==> config.mk <==
export PLATFORM = sky130hd
export DESIGN_NAME = vc_tdm_arbiter_flat
export DESIGN_NICKNAME = d
export VERILOG_FILES = /design/src/rtl/vc_tdm_arbiter_if.sv /design/src/rtl/vc_tdm_arbiter.sv /design/src/flat_wrapper.sv
export SDC_FILE = /design/constraint.sdc
export NUM_CORES = 1
export LEC_CHECK = 0
export ABC_AREA = 0
export BUFFER_PORTS_ARGS = -buffer_cell sky130_fd_sc_hd__buf_2
export CAP_MARGIN = 20
export CORE_AREA = 10 10 47 49
export DETAILED_ROUTE_END_ITERATION = 16
export DIE_AREA = 0 0 57 59
export PLACE_DENSITY = 0.63
export SYNTH_ARGS = -nofsm -noshare
export SYNTH_HDL_FRONTEND = slang
export SYNTH_SLANG_ARGS = --single-unit
==> constraint.sdc <==
create_clock -name clk -period 3.72 [get_ports clk]
set_clock_uncertainty 0.15 [all_clocks]
set_input_delay 0.186 -clock clk [delete_from_list [all_inputs] [get_ports clk]]
set_output_delay 0.186 -clock clk [all_outputs]
set_load 0.005 [all_outputs]
==> src/rtl/vc_tdm_arbiter_if.sv <==
// Request/grant bundle between three requesters, the TDM arbiter and the shared port.
// The arbiter takes the slave view; requesters and the downstream port take the master view.
interface vc_tdm_arbiter_if;
   logic       in0_domain;
   logic       in1_domain;
   logic       in2_domain;
   logic       req0;
   logic       req1;
   logic       req2;
   logic       gnt0;
   logic       gnt1;
   logic       gnt2;
   logic       out_val;
   logic       out_rdy;
   logic [1:0] out_sel;
   logic       out_domain;
   logic       slot_start;

   modport master (
      output in0_domain, in1_domain, in2_domain, req0, req1, req2, out_rdy,
      input  gnt0, gnt1, gnt2, out_val, out_sel, out_domain, slot_start
   );

   modport slave (
      input  in0_domain, in1_domain, in2_domain, req0, req1, req2, out_rdy,
      output gnt0, gnt1, gnt2, out_val, out_sel, out_domain, slot_start
   );
endinterface

==> src/rtl/vc_tdm_arbiter.sv <==
// Fixed-schedule TDM arbiter: three requesters share one downstream port, each owning
// every third slot, so one domain's traffic never shifts another domain's grant timing.
module vc_tdm_arbiter #(
   parameter int unsigned SLOT_CYCLES = 4
) (
   input  logic            clk,
   input  logic            rst,
   vc_tdm_arbiter_if.slave bus
);
   localparam int unsigned CNT_W = (SLOT_CYCLES > 2) ? $clog2(SLOT_CYCLES) : 1;
   localparam logic [CNT_W-1:0] CNT_LAST = CNT_W'(SLOT_CYCLES - 1);

   typedef enum logic {
      ST_OPEN = 1'b0,
      ST_USED = 1'b1
   } state_e;

   state_e           state_q;
   state_e           state_d;
   logic [1:0]       owner_q;
   logic [1:0]       owner_d;
   logic [CNT_W-1:0] cnt_q;
   logic [CNT_W-1:0] cnt_d;
   logic             guard;
   logic             owner_req;
   logic             owner_dom;
   logic             out_val;
   logic             fire;

   always_ff @(posedge clk or posedge rst) begin
      if (rst) begin
         state_q <= ST_OPEN;
         owner_q <= 2'd0;
         cnt_q   <= '0;
      end else begin
         state_q <= state_d;
         owner_q <= owner_d;
         cnt_q   <= cnt_d;
      end
   end

   always_comb begin
      state_d   = state_q;
      owner_d   = owner_q;
      cnt_d     = cnt_q + CNT_W'(1);
      owner_req = 1'b0;
      owner_dom = bus.in0_domain;

      // Only the slot owner's request is ever sampled; other requesters cannot reach its grant.
      case (owner_q)
         2'd0: begin owner_req = bus.req0; owner_dom = bus.in0_domain; end
         2'd1: begin owner_req = bus.req1; owner_dom = bus.in1_domain; end
         2'd2: begin owner_req = bus.req2; owner_dom = bus.in2_domain; end
         default: begin owner_req = 1'b0; owner_dom = bus.in0_domain; end
      endcase

      guard   = (cnt_q == CNT_LAST);
      out_val = !rst && (state_q == ST_OPEN) && !guard && owner_req;
      fire    = out_val && bus.out_rdy;

      if (guard) begin
         cnt_d   = '0;
         state_d = ST_OPEN;
         owner_d = (owner_q == 2'd2) ? 2'd0 : owner_q + 2'd1;
      end else if (fire) begin
         state_d = ST_USED;
      end

      // Unreachable owner value recovers on the very next edge.
      if (owner_q == 2'd3) begin
         owner_d = 2'd0;
      end
   end

   assign bus.out_val    = out_val;
   assign bus.gnt0       = fire && (owner_q == 2'd0);
   assign bus.gnt1       = fire && (owner_q == 2'd1);
   assign bus.gnt2       = fire && (owner_q == 2'd2);
   assign bus.out_sel    = owner_q;
   assign bus.out_domain = owner_dom;
   assign bus.slot_start = !rst && (cnt_q == '0);
endmodule

==> src/flat_wrapper.sv <==
// flat-port wrapper written by rule: the top's interface ports become plain ports
module vc_tdm_arbiter_flat 
#(
   parameter int unsigned SLOT_CYCLES = 4
)
  (clk, rst, bus_in0_domain, bus_in1_domain, bus_in2_domain, bus_req0, bus_req1, bus_req2, bus_out_rdy, bus_gnt0, bus_gnt1, bus_gnt2, bus_out_val, bus_out_sel, bus_out_domain, bus_slot_start);
  vc_tdm_arbiter_if bus_i ();
  input  logic clk;
  input  logic rst;
  input wire logic [$bits(bus_i.in0_domain)-1:0] bus_in0_domain;
  input wire logic [$bits(bus_i.in1_domain)-1:0] bus_in1_domain;
  input wire logic [$bits(bus_i.in2_domain)-1:0] bus_in2_domain;
  input wire logic [$bits(bus_i.req0)-1:0] bus_req0;
  input wire logic [$bits(bus_i.req1)-1:0] bus_req1;
  input wire logic [$bits(bus_i.req2)-1:0] bus_req2;
  input wire logic [$bits(bus_i.out_rdy)-1:0] bus_out_rdy;
  output wire logic [$bits(bus_i.gnt0)-1:0] bus_gnt0;
  output wire logic [$bits(bus_i.gnt1)-1:0] bus_gnt1;
  output wire logic [$bits(bus_i.gnt2)-1:0] bus_gnt2;
  output wire logic [$bits(bus_i.out_val)-1:0] bus_out_val;
  output wire logic [$bits(bus_i.out_sel)-1:0] bus_out_sel;
  output wire logic [$bits(bus_i.out_domain)-1:0] bus_out_domain;
  output wire logic [$bits(bus_i.slot_start)-1:0] bus_slot_start;
  assign bus_i.in0_domain = bus_in0_domain;
  assign bus_i.in1_domain = bus_in1_domain;
  assign bus_i.in2_domain = bus_in2_domain;
  assign bus_i.req0 = bus_req0;
  assign bus_i.req1 = bus_req1;
  assign bus_i.req2 = bus_req2;
  assign bus_i.out_rdy = bus_out_rdy;
  assign bus_gnt0 = bus_i.gnt0;
  assign bus_gnt1 = bus_i.gnt1;
  assign bus_gnt2 = bus_i.gnt2;
  assign bus_out_val = bus_i.out_val;
  assign bus_out_sel = bus_i.out_sel;
  assign bus_out_domain = bus_i.out_domain;
  assign bus_slot_start = bus_i.slot_start;
  vc_tdm_arbiter #(.SLOT_CYCLES(SLOT_CYCLES)) u_core (.clk(clk), .rst(rst), .bus(bus_i));
endmodule
==> results of run 1 <==
-- through the flow --
step,cell area (sq um),instances,utilization (%)
after floorplan,368,38,-
after global placement,468,70,33.4
after detailed placement,468,70,33.4
after CTS,504,75,36.0
after global routing,504,75,36.0
final,504,75,36.0
-- cell families (layout without fill, tap and decap cells) --
group / count (synthesis) / count (layout) / share of synthesized area (%)
AO/OA/AOI/OAI: 4 / 4 / 7.82
flip-flops: 5 / 5 / 34.0
multiplexers: 2 / 2 / 6.12
adder cells (fa/ha/maj): 8 / 8 / 27.2
buffers and inverters: 6 / 27 / 6.12
AND/OR/NAND/NOR: 13 / 13 / 18.7
-- final timing paths --
kind | from | endpoint | slack, ns | cells past startpoint
worst min register to register | u_core.cnt_q[0]$_DFF_PP0_ | u_core.cnt_q[0]$_DFF_PP0_ | 0.31 | 1
max in group asynchronous | rst | u_core.cnt_q[1]$_DFF_PP0_ | 2.98 | 3
worst max register to register | u_core.bus.out_sel[0]$_DFFE_PP0P_ | u_core.state_q$_DFFE_PP0P_ | 1.85 | 4
worst min-delay path | bus_out_rdy | u_core.state_q$_DFFE_PP0P_ | 0.17 | 3
worst max-delay path | u_core.bus.out_sel[0]$_DFFE_PP0P_ | bus_gnt0 | 1.47 | 5
min in group asynchronous | rst | u_core.state_q$_DFFE_PP0P_ | 0.26 | 3
-- routing by layer --
metal  part of all wire [%]  vias up  wire [um]  track usage (%)
li1                       -      171          -                -
met1                     43      145        360             5.38
met2                     47       10        388             7.60
met3                     10        0         83             3.43
met4                      0        0          0             3.02
met5                      0        -          0                0
-- registers in the layout, summed over array words and instances (netlist names) --
name	flops
u_core.state_q	1
u_core.bus.out_sel	2
u_core.cnt_q	2
-- synth_stat cells --
cell / n
a21oi_1: 1
a222oi_1: 1
a22oi_1: 1
dfrtp_1: 5
ha_1: 8
inv_1: 6
mux2_2: 2
nand2_1: 3
nor2_1: 4
nor2b_1: 1
nor3_1: 3
o22ai_1: 1
or4_4: 1
or4b_1: 1
-- final cells by class --
type,count,area [sq um],share of cell area (%)
sequential,5,125,24.8
multi-input combinational,27,220,43.7
timing repair buffer,17,90.1,17.9
inverter,6,22.5,4.47
tap,16,20.0,3.97
clock buffer,4,26.3,5.21
-- worst reg2reg max path: cells and delay by family (launching register included) --
kind                     cells  cell delay, ns
AO/OA/AOI/OAI                2            0.78
flip-flops                   1            0.43
adder cells (fa/ha/maj)      1            0.24
buffers and inverters        1            0.11
-- report_power, final --
group,internal [mW],switching [mW],leakage [nW]
Clock,0.0406,0.0228,0.0150
Sequential,0.0550,0.000188,0.0653
Combinational,0.00728,0.00612,0.198
-- what timing repair did --
item / in CTS / in global routing
hold buffers: 1 / 0
hold endpoints to repair: 5 / 0
gates resized for setup: 0 / 0
setup buffers: 0 / 0
==> results.py, run 1 <==
metrics = {
    "cts": {
        "clockRootBuffer": "clkbuf_4",
        "cts_tree": "yes",
        "cts.sinks": 5,
        "cts_inserted_buffers": 3,
        "clk_pin_slew_ns": 0.05,
        "clk_latency_ns": 0.24,
        "htreeDepth": 1,
        "cts_buffer_depth": 2,
    },
    "floorplanning": {
        "rows": 14,
        "start_util_pct": 26.3,
        "die_w_um": 57,
        "core_area_sq_um": 1400,
        "io_pins": 17,
        "die_y_um": 59,
        "die-area_sq_um": 3360,
    },
    "placed_design": {
        "place_hpwl_um": 708,
        "globalplace.congestion": 0.755,
        "port_buffers": 16,
        "pre_cts_slack_ns": 1.72,
    },
    "drt": {
        "final_antenna_net_count": 0,
        "drc": 0,
        "vias_per_cell": 4.35,
        "num_vias": 326,
        "wl_per_cell_um": 11.1,
        "dr.pass1.iters": 4,
        "drt_iter0_drc": 5,
        "drt_wl_total_um": 832,
    },
    "pwr": {
        "power_mw": 0.132,
        "power_density_nw_per_um2": 262,
        "ir_worst_vdd_v": 0.000166,
        "power_leakage_nw": 0.279,
    },
    "yosys": {
        "yosys.area.top_type": "dfrtp_1",
        "yosys_warnings": 0,
        "synth.top_cell.area_share_pct": 34.0,
        "syn-num-nets": 55,
        "synth_cell_type_count": 14,
        "ys_ff_latch": 5,
        "synthesis.area_sq_um": 368,
        "syn_area_per_cell_sq_um": 9.68,
        "synthCells": 38,
        "synthTopCellsByArea": "dfrtp_1, ha_1, inv_1, mux2_2, nor3_1",
        "ys_seq_area_share_pct": 34.0,
    },
    "timing": {
        "finalSetupViolCount": 0,
        "timing.final.crit_share_pct": 60.4,
        "timing.final.ws_setup_ns": 1.47,
        "min_period_ns": 2.25,
        "max_freq_mhz": 445,
        "final-max-slew-violation-count": 0,
        "setup_tns_ns": 0,
        "whs_ns": 0.171,
        "worstMarginPinSlew_ns": 0.633,
        "relSlewSlack_pct": 57.8,
        "grt_setup_unrepaired": "false",
        "finalHoldViolCount": 0,
    },
    "layout": {
        "fillers": 160,
        "nets": 77,
        "layout-drive-gt1-share_pct": 37.3,
        "num_antenna_cells": 0,
        "final_common_cell": "buf_2",
        "final_cell_mix": "buf_2, ha_1, inv_1",
        "syn_to_final_growth_pct": 37.1,
    },
    "min_path": {
        "worst_hold_path_type": "in2reg",
    },
    "grt": {
        "grt_pass1_vias": 330,
        "antenna_found_initial": 0,
        "grtUsageTotal_pct": 5.16,
        "grt_pass1_wl_um": 1410,
        "grt_start_max_net_pins": 7,
        "overflow": 0,
    },
    "critical_path": {
        "max_stage_delay_ns": 0.60,
        "path_buf_inv": 2,
        "start_kind": "flop",
        "critPathKind": "reg2out",
        "crit_slowest_cell": "a222oi_1",
        "required_ns": 3.38,
        "path_cells": "inv_1 -> ha_1 -> a222oi_1 -> nor3_1 -> buf_2",
        "endpoint_kind": "output pin",
        "critPathArrivalTime_ns": 1.91,
        "crit_path_max_fanout": 6,
        "cpLargestDelayFamily": "compound AO/OA/AOI/OAI gates",
    },
    "run_status": {
        "status": "finished clean",
    },
    "job": {
        "maxCapViolCount": 0,
    },
}
Note: power is estimated with default switching activity, not from simulation.
==> inputs of run 2 (changes only) <==
clock period = 2.2 ns   (was 3.72 ns; I/O delays follow)
==> run 2 against run 1 <==
Count of clock-buffer cells in the layout unchanged. Largest power group unchanged. Cell count rose by 1.3%. Critical endpoint is now bus_gnt1. Power is 70% higher. First-iteration DRC count decreased by 40%. Hold slack worse by 0.078 ns. Sequential share of layout area is 0.36 points lower. Design area up 1.5%. Sequential power is 69% higher. Setup slack worse by 1.3 ns. Global-route usage is 0.44 points higher.
==> results.py, run 2 (synthesis results as in run 1) <==
metrics = {
    "floorplanning": {
        "core_area_sq_um": 1400,
        "io_pins": 17,
        "start_util_pct": 26.3,
        "rows": 14,
        "die_y_um": 59,
        "die-area_sq_um": 3360,
        "die_w_um": 57,
    },
    "layout": {
        "syn_to_final_growth_pct": 39.1,
        "layout-drive-gt1-share_pct": 38.3,
        "final_cells": 76,
        "post-route-util_pct": 36.5,
        "final_cell_mix": "buf_2, ha_1, inv_1",
        "num_antenna_cells": 0,
        "fillers": 162,
        "final_common_cell": "buf_2",
        "nets": 78,
    },
    "timing": {
        "timing.final.ws_setup_ns": 0.167,
        "max_freq_mhz": 492,
        "final-max-slew-violation-count": 0,
        "finalHoldViolCount": 0,
        "min_period_ns": 2.03,
        "setup_tns_ns": 0,
        "whs_ns": 0.0926,
        "relSlewSlack_pct": 82.5,
        "finalSetupViolCount": 0,
        "grt_setup_unrepaired": "false",
        "worstMarginPinSlew_ns": 0.262,
        "timing.final.crit_share_pct": 92.4,
    },
    "placed_design": {
        "pre_cts_slack_ns": 0.416,
        "dp_cells": 71,
        "port_buffers": 16,
        "globalplace.congestion": 0.732,
        "place_hpwl_um": 736,
    },
    "grt": {
        "grt_pass1_vias": 354,
        "grt_pass1_wl_um": 1500,
        "antenna_found_initial": 0,
        "overflow": 0,
        "grtUsageTotal_pct": 5.60,
        "grt_start_max_net_pins": 7,
    },
    "cts": {
        "clk_pin_slew_ns": 0.05,
        "clk_latency_ns": 0.24,
        "cts_inserted_buffers": 3,
        "cts.sinks": 5,
        "clockRootBuffer": "clkbuf_4",
        "htreeDepth": 1,
        "cts_buffer_depth": 2,
        "cts_tree": "yes",
    },
    "job": {
        "maxCapViolCount": 0,
    },
    "critical_path": {
        "r2r_end": "u_core.state_q$_DFFE_PP0P_",
        "critPathArrivalTime_ns": 1.77,
        "timing.rr.start": "u_core.bus.out_sel[0]$_DFFE_PP0P_",
        "regToRegSetupSlack_ns": 0.58,
        "critPathKind": "reg2out",
        "endpoint_kind": "output pin",
        "crit_path_max_fanout": 6,
        "start_kind": "flop",
        "rr_worst_depth": 5,
        "required_ns": 1.94,
    },
    "drt": {
        "drt_iter0_drc": 3,
        "drt_wl_total_um": 882,
        "final_antenna_net_count": 0,
        "num_vias": 337,
        "dr.pass1.iters": 4,
        "wl_per_cell_um": 11.6,
        "drc": 0,
        "vias_per_cell": 4.43,
    },
    "min_path": {
        "hold_path_depth": 3,
        "min-delay-start": "bus_out_rdy",
        "worst_hold_path_type": "in2reg",
        "hold_end": "u_core.state_q$_DFFE_PP0P_",
    },
    "run_status": {
        "status": "finished clean",
    },
    "pwr": {
        "power_leakage_nw": 0.283,
        "power_density_nw_per_um2": 438,
        "ir_worst_vdd_v": 0.000149,
    },
}
run 2: where the power goes:
group | switching (mW) | internal, mW
Clock | 0.0381 | 0.0686
Combinational | 0.0105 | 0.0135
Sequential | 0.000413 | 0.0930
Total | 0.0490 | 0.175
run 2: final cells by class:
class,count,area [sq um],area share [%]
multi-input cells,27,220,43.0
inverters,6,22.5,4.40
clock buffers,4,26.3,5.13
well taps,16,20.0,3.91
flip-flops and latches,5,125,24.4
repair buffers,18,97.6,19.1
run 2: worst max-delay path by stage:
stage                                 end                              start  cells past startpoint  slack, ns
5_1_grt                          bus_gnt1  u_core.bus.out_sel[0]$_DFFE_PP0P_                      4       0.02
6_report                         bus_gnt1  u_core.bus.out_sel[0]$_DFFE_PP0P_                      4       0.17
2_1_floorplan  u_core.state_q$_DFFE_PP0P_  u_core.bus.out_sel[0]$_DFFE_PP0P_                      4       0.51
3_5_place_dp                     bus_gnt1  u_core.bus.out_sel[0]$_DFFE_PP0P_                      4       0.42
3_3_place_gp                     bus_gnt0  u_core.bus.out_sel[0]$_DFFE_PP0P_                      4       0.46
4_1_cts                          bus_gnt1  u_core.bus.out_sel[0]$_DFFE_PP0P_                      4       0.15
run 2: critical path, stage by stage (launching register included):
cell	delay (ns)
dfrtp_1	0.43
ha_1	0.25
or4_4	0.53
nor3_1	0.18
buf_2	0.14
run 2: stage by stage:
step	power [mW]	instance area, sq um
4_1_cts	0.226	512
3_5_place_dp	0.118	475
2_1_floorplan	0.104	368
6_report	0.224	512
5_1_grt	0.236	512
3_3_place_gp	0.118	475
run 2: per-layer routing:
layer | GRT usage (%) | wire length, um | vias up
met5 | 0 | 0 | -
met4 | 5.03 | 34 | 0
met3 | 2.79 | 83 | 4
met2 | 8.99 | 438 | 12
met1 | 5.16 | 326 | 150
li1 | - | - | 171
run 2: repair_timing:
item	in CTS	in global routing
hold buffers	1	0
hold endpoints to repair	5	0
buffers inserted	0	0
setup endpoints to repair	0	0
gates resized for setup	0	0
==> inputs of run 3 (changes only) <==
clock period = 2.3 ns   (was 2.2 ns; I/O delays follow)
==> run 3 against run 2 <==
Design area unchanged. Clock power down 4%. Via count down 6.2%. Global-route usage up 0.13 points. Flip-flop and latch count unchanged. Sequential power down 4.4%. Sequential share of layout area unchanged. Largest power group unchanged.
==> results.py, run 3 (synthesis results as in run 1) <==
metrics = {
    "run_status": {
        "status": "finished clean",
    },
    "floorplanning": {
        "io_pins": 17,
        "rows": 14,
        "die_w_um": 57,
        "start_util_pct": 26.3,
        "die-area_sq_um": 3360,
        "die_y_um": 59,
        "core_area_sq_um": 1400,
    },
    "drt": {
        "dr.pass1.iters": 4,
        "drc": 0,
        "num_vias": 316,
        "drt_iter0_drc": 3,
        "drt_wl_total_um": 832,
        "wl_per_cell_um": 10.9,
        "vias_per_cell": 4.16,
        "final_antenna_net_count": 0,
    },
    "timing": {
        "whs_ns": 0.108,
        "final-max-slew-violation-count": 0,
        "timing.final.ws_setup_ns": 0.265,
        "max_freq_mhz": 491,
        "setup_tns_ns": 0,
        "finalSetupViolCount": 0,
        "finalHoldViolCount": 0,
        "timing.final.crit_share_pct": 88.5,
        "min_period_ns": 2.04,
        "relSlewSlack_pct": 76.6,
        "grt_setup_unrepaired": "false",
        "worstMarginPinSlew_ns": 0.351,
    },
    "grt": {
        "antenna_found_initial": 0,
        "grt_pass1_vias": 357,
        "grt_start_max_net_pins": 7,
        "overflow": 0,
        "grtUsageTotal_pct": 5.72,
        "grt_pass1_wl_um": 1520,
    },
    "cts": {
        "htreeDepth": 1,
        "cts_buffer_depth": 2,
        "cts.sinks": 5,
        "clk_latency_ns": 0.24,
        "cts_tree": "yes",
        "clk_pin_slew_ns": 0.05,
        "cts_inserted_buffers": 3,
        "clockRootBuffer": "clkbuf_4",
    },
    "critical_path": {
        "path_cells": "ha_1 -> or4_4 -> nor3_1 -> buf_2",
        "max_stage_delay_ns": 0.54,
        "critPathKind": "reg2out",
        "path_buf_inv": 1,
        "critPathArrivalTime_ns": 1.77,
        "crit_path_max_fanout": 6,
        "required_ns": 2.04,
        "crit_slowest_cell": "or4_4",
        "regToRegSetupSlack_ns": 0.61,
        "timing.rr.start": "u_core.bus.out_sel[0]$_DFFE_PP0P_",
        "endpoint_kind": "output pin",
        "start_kind": "flop",
        "cpLargestDelayFamily": "simple AND/OR/NAND/NOR gates",
        "rr_worst_depth": 5,
        "r2r_end": "u_core.state_q$_DFFE_PP0P_",
    },
    "min_path": {
        "worst_hold_path_type": "in2reg",
        "hold_end": "u_core.state_q$_DFFE_PP0P_",
        "hold_path_depth": 3,
        "min-delay-start": "bus_out_rdy",
    },
    "pwr": {
        "ir_worst_vdd_v": 0.000162,
        "power_leakage_nw": 0.283,
        "power_density_nw_per_um2": 421,
    },
    "job": {
        "maxCapViolCount": 0,
    },
    "placed_design": {
        "port_buffers": 16,
        "globalplace.congestion": 0.757,
        "place_hpwl_um": 692,
        "dpl_cell_area_sq_um": 468,
        "pre_cts_slack_ns": 0.369,
    },
    "layout": {
        "layout-drive-gt1-share_pct": 38.3,
        "final_cell_area_sq_um": 512,
        "num_antenna_cells": 0,
        "final_cell_mix": "buf_2, ha_1, inv_1",
        "fillers": 157,
        "syn_to_final_growth_pct": 39.1,
        "nets": 78,
        "post-route-util_pct": 36.5,
        "final_common_cell": "buf_2",
    },
}
run 3: worst max-delay path by stage:
stage                     cells past startpoint                              start  slack, ns                    endpoint
final                                         4  u_core.bus.out_sel[0]$_DFFE_PP0P_       0.26                    bus_gnt1
after global routing                          4  u_core.bus.out_sel[0]$_DFFE_PP0P_       0.09                    bus_gnt0
after floorplan                               4  u_core.bus.out_sel[0]$_DFFE_PP0P_       0.61  u_core.state_q$_DFFE_PP0P_
after global placement                        5  u_core.bus.out_sel[1]$_DFFE_PP0P_       0.44                    bus_gnt0
after detailed placement                      5  u_core.bus.out_sel[0]$_DFFE_PP0P_       0.37                    bus_gnt1
after CTS                                     5  u_core.bus.out_sel[0]$_DFFE_PP0P_        0.1                    bus_gnt1
run 3: report_power, final:
part / total, mW / switching, mW / internal, mW
sequential: 0.0893 / 0.000356 / 0.0890
combinational: 0.0233 / 0.0104 / 0.0129
clock: 0.103 / 0.0372 / 0.0657
run 3: worst min-delay path, stage by stage:
cell and delay [ns]:
buf_2 0.12, or4b_1 0.16, o22ai_1 0.06
run 3: cell type report:
class	count	area, sq um	area share, %
Clock buffer	4	26.3	5.13
Inverter	6	22.5	4.40
Multi-Input combinational cell	27	220	43.0
Sequential cell	5	125	24.4
Tap cell	16	20.0	3.91
Timing Repair Buffer	18	97.6	19.1
run 3: metal layers:
layer | track usage, % | share of wire [%] | vias up
met4 | 4.03 | 0 | 0
met1 | 6.23 | 46 | 135
met5 | 0 | 0 | -
li1 | - | - | 173
met3 | 4.08 | 8.8 | 0
met2 | 7.60 | 45 | 8
run 3: timing repair:
item / CTS / global route
endpoints found under the hold margin: 5 / 0
endpoints found under the setup margin: 0 / 4
hold buffers: 1 / 0
setup buffers: 0 / 1
resized for setup: 0 / 0
run 3: per-stage QoR:
step,cells,total power [mW]
after floorplan,38,0.0999
after global placement,70,0.111
after detailed placement,70,0.112
after CTS,75,0.220
after global routing,76,0.230
final,76,0.216
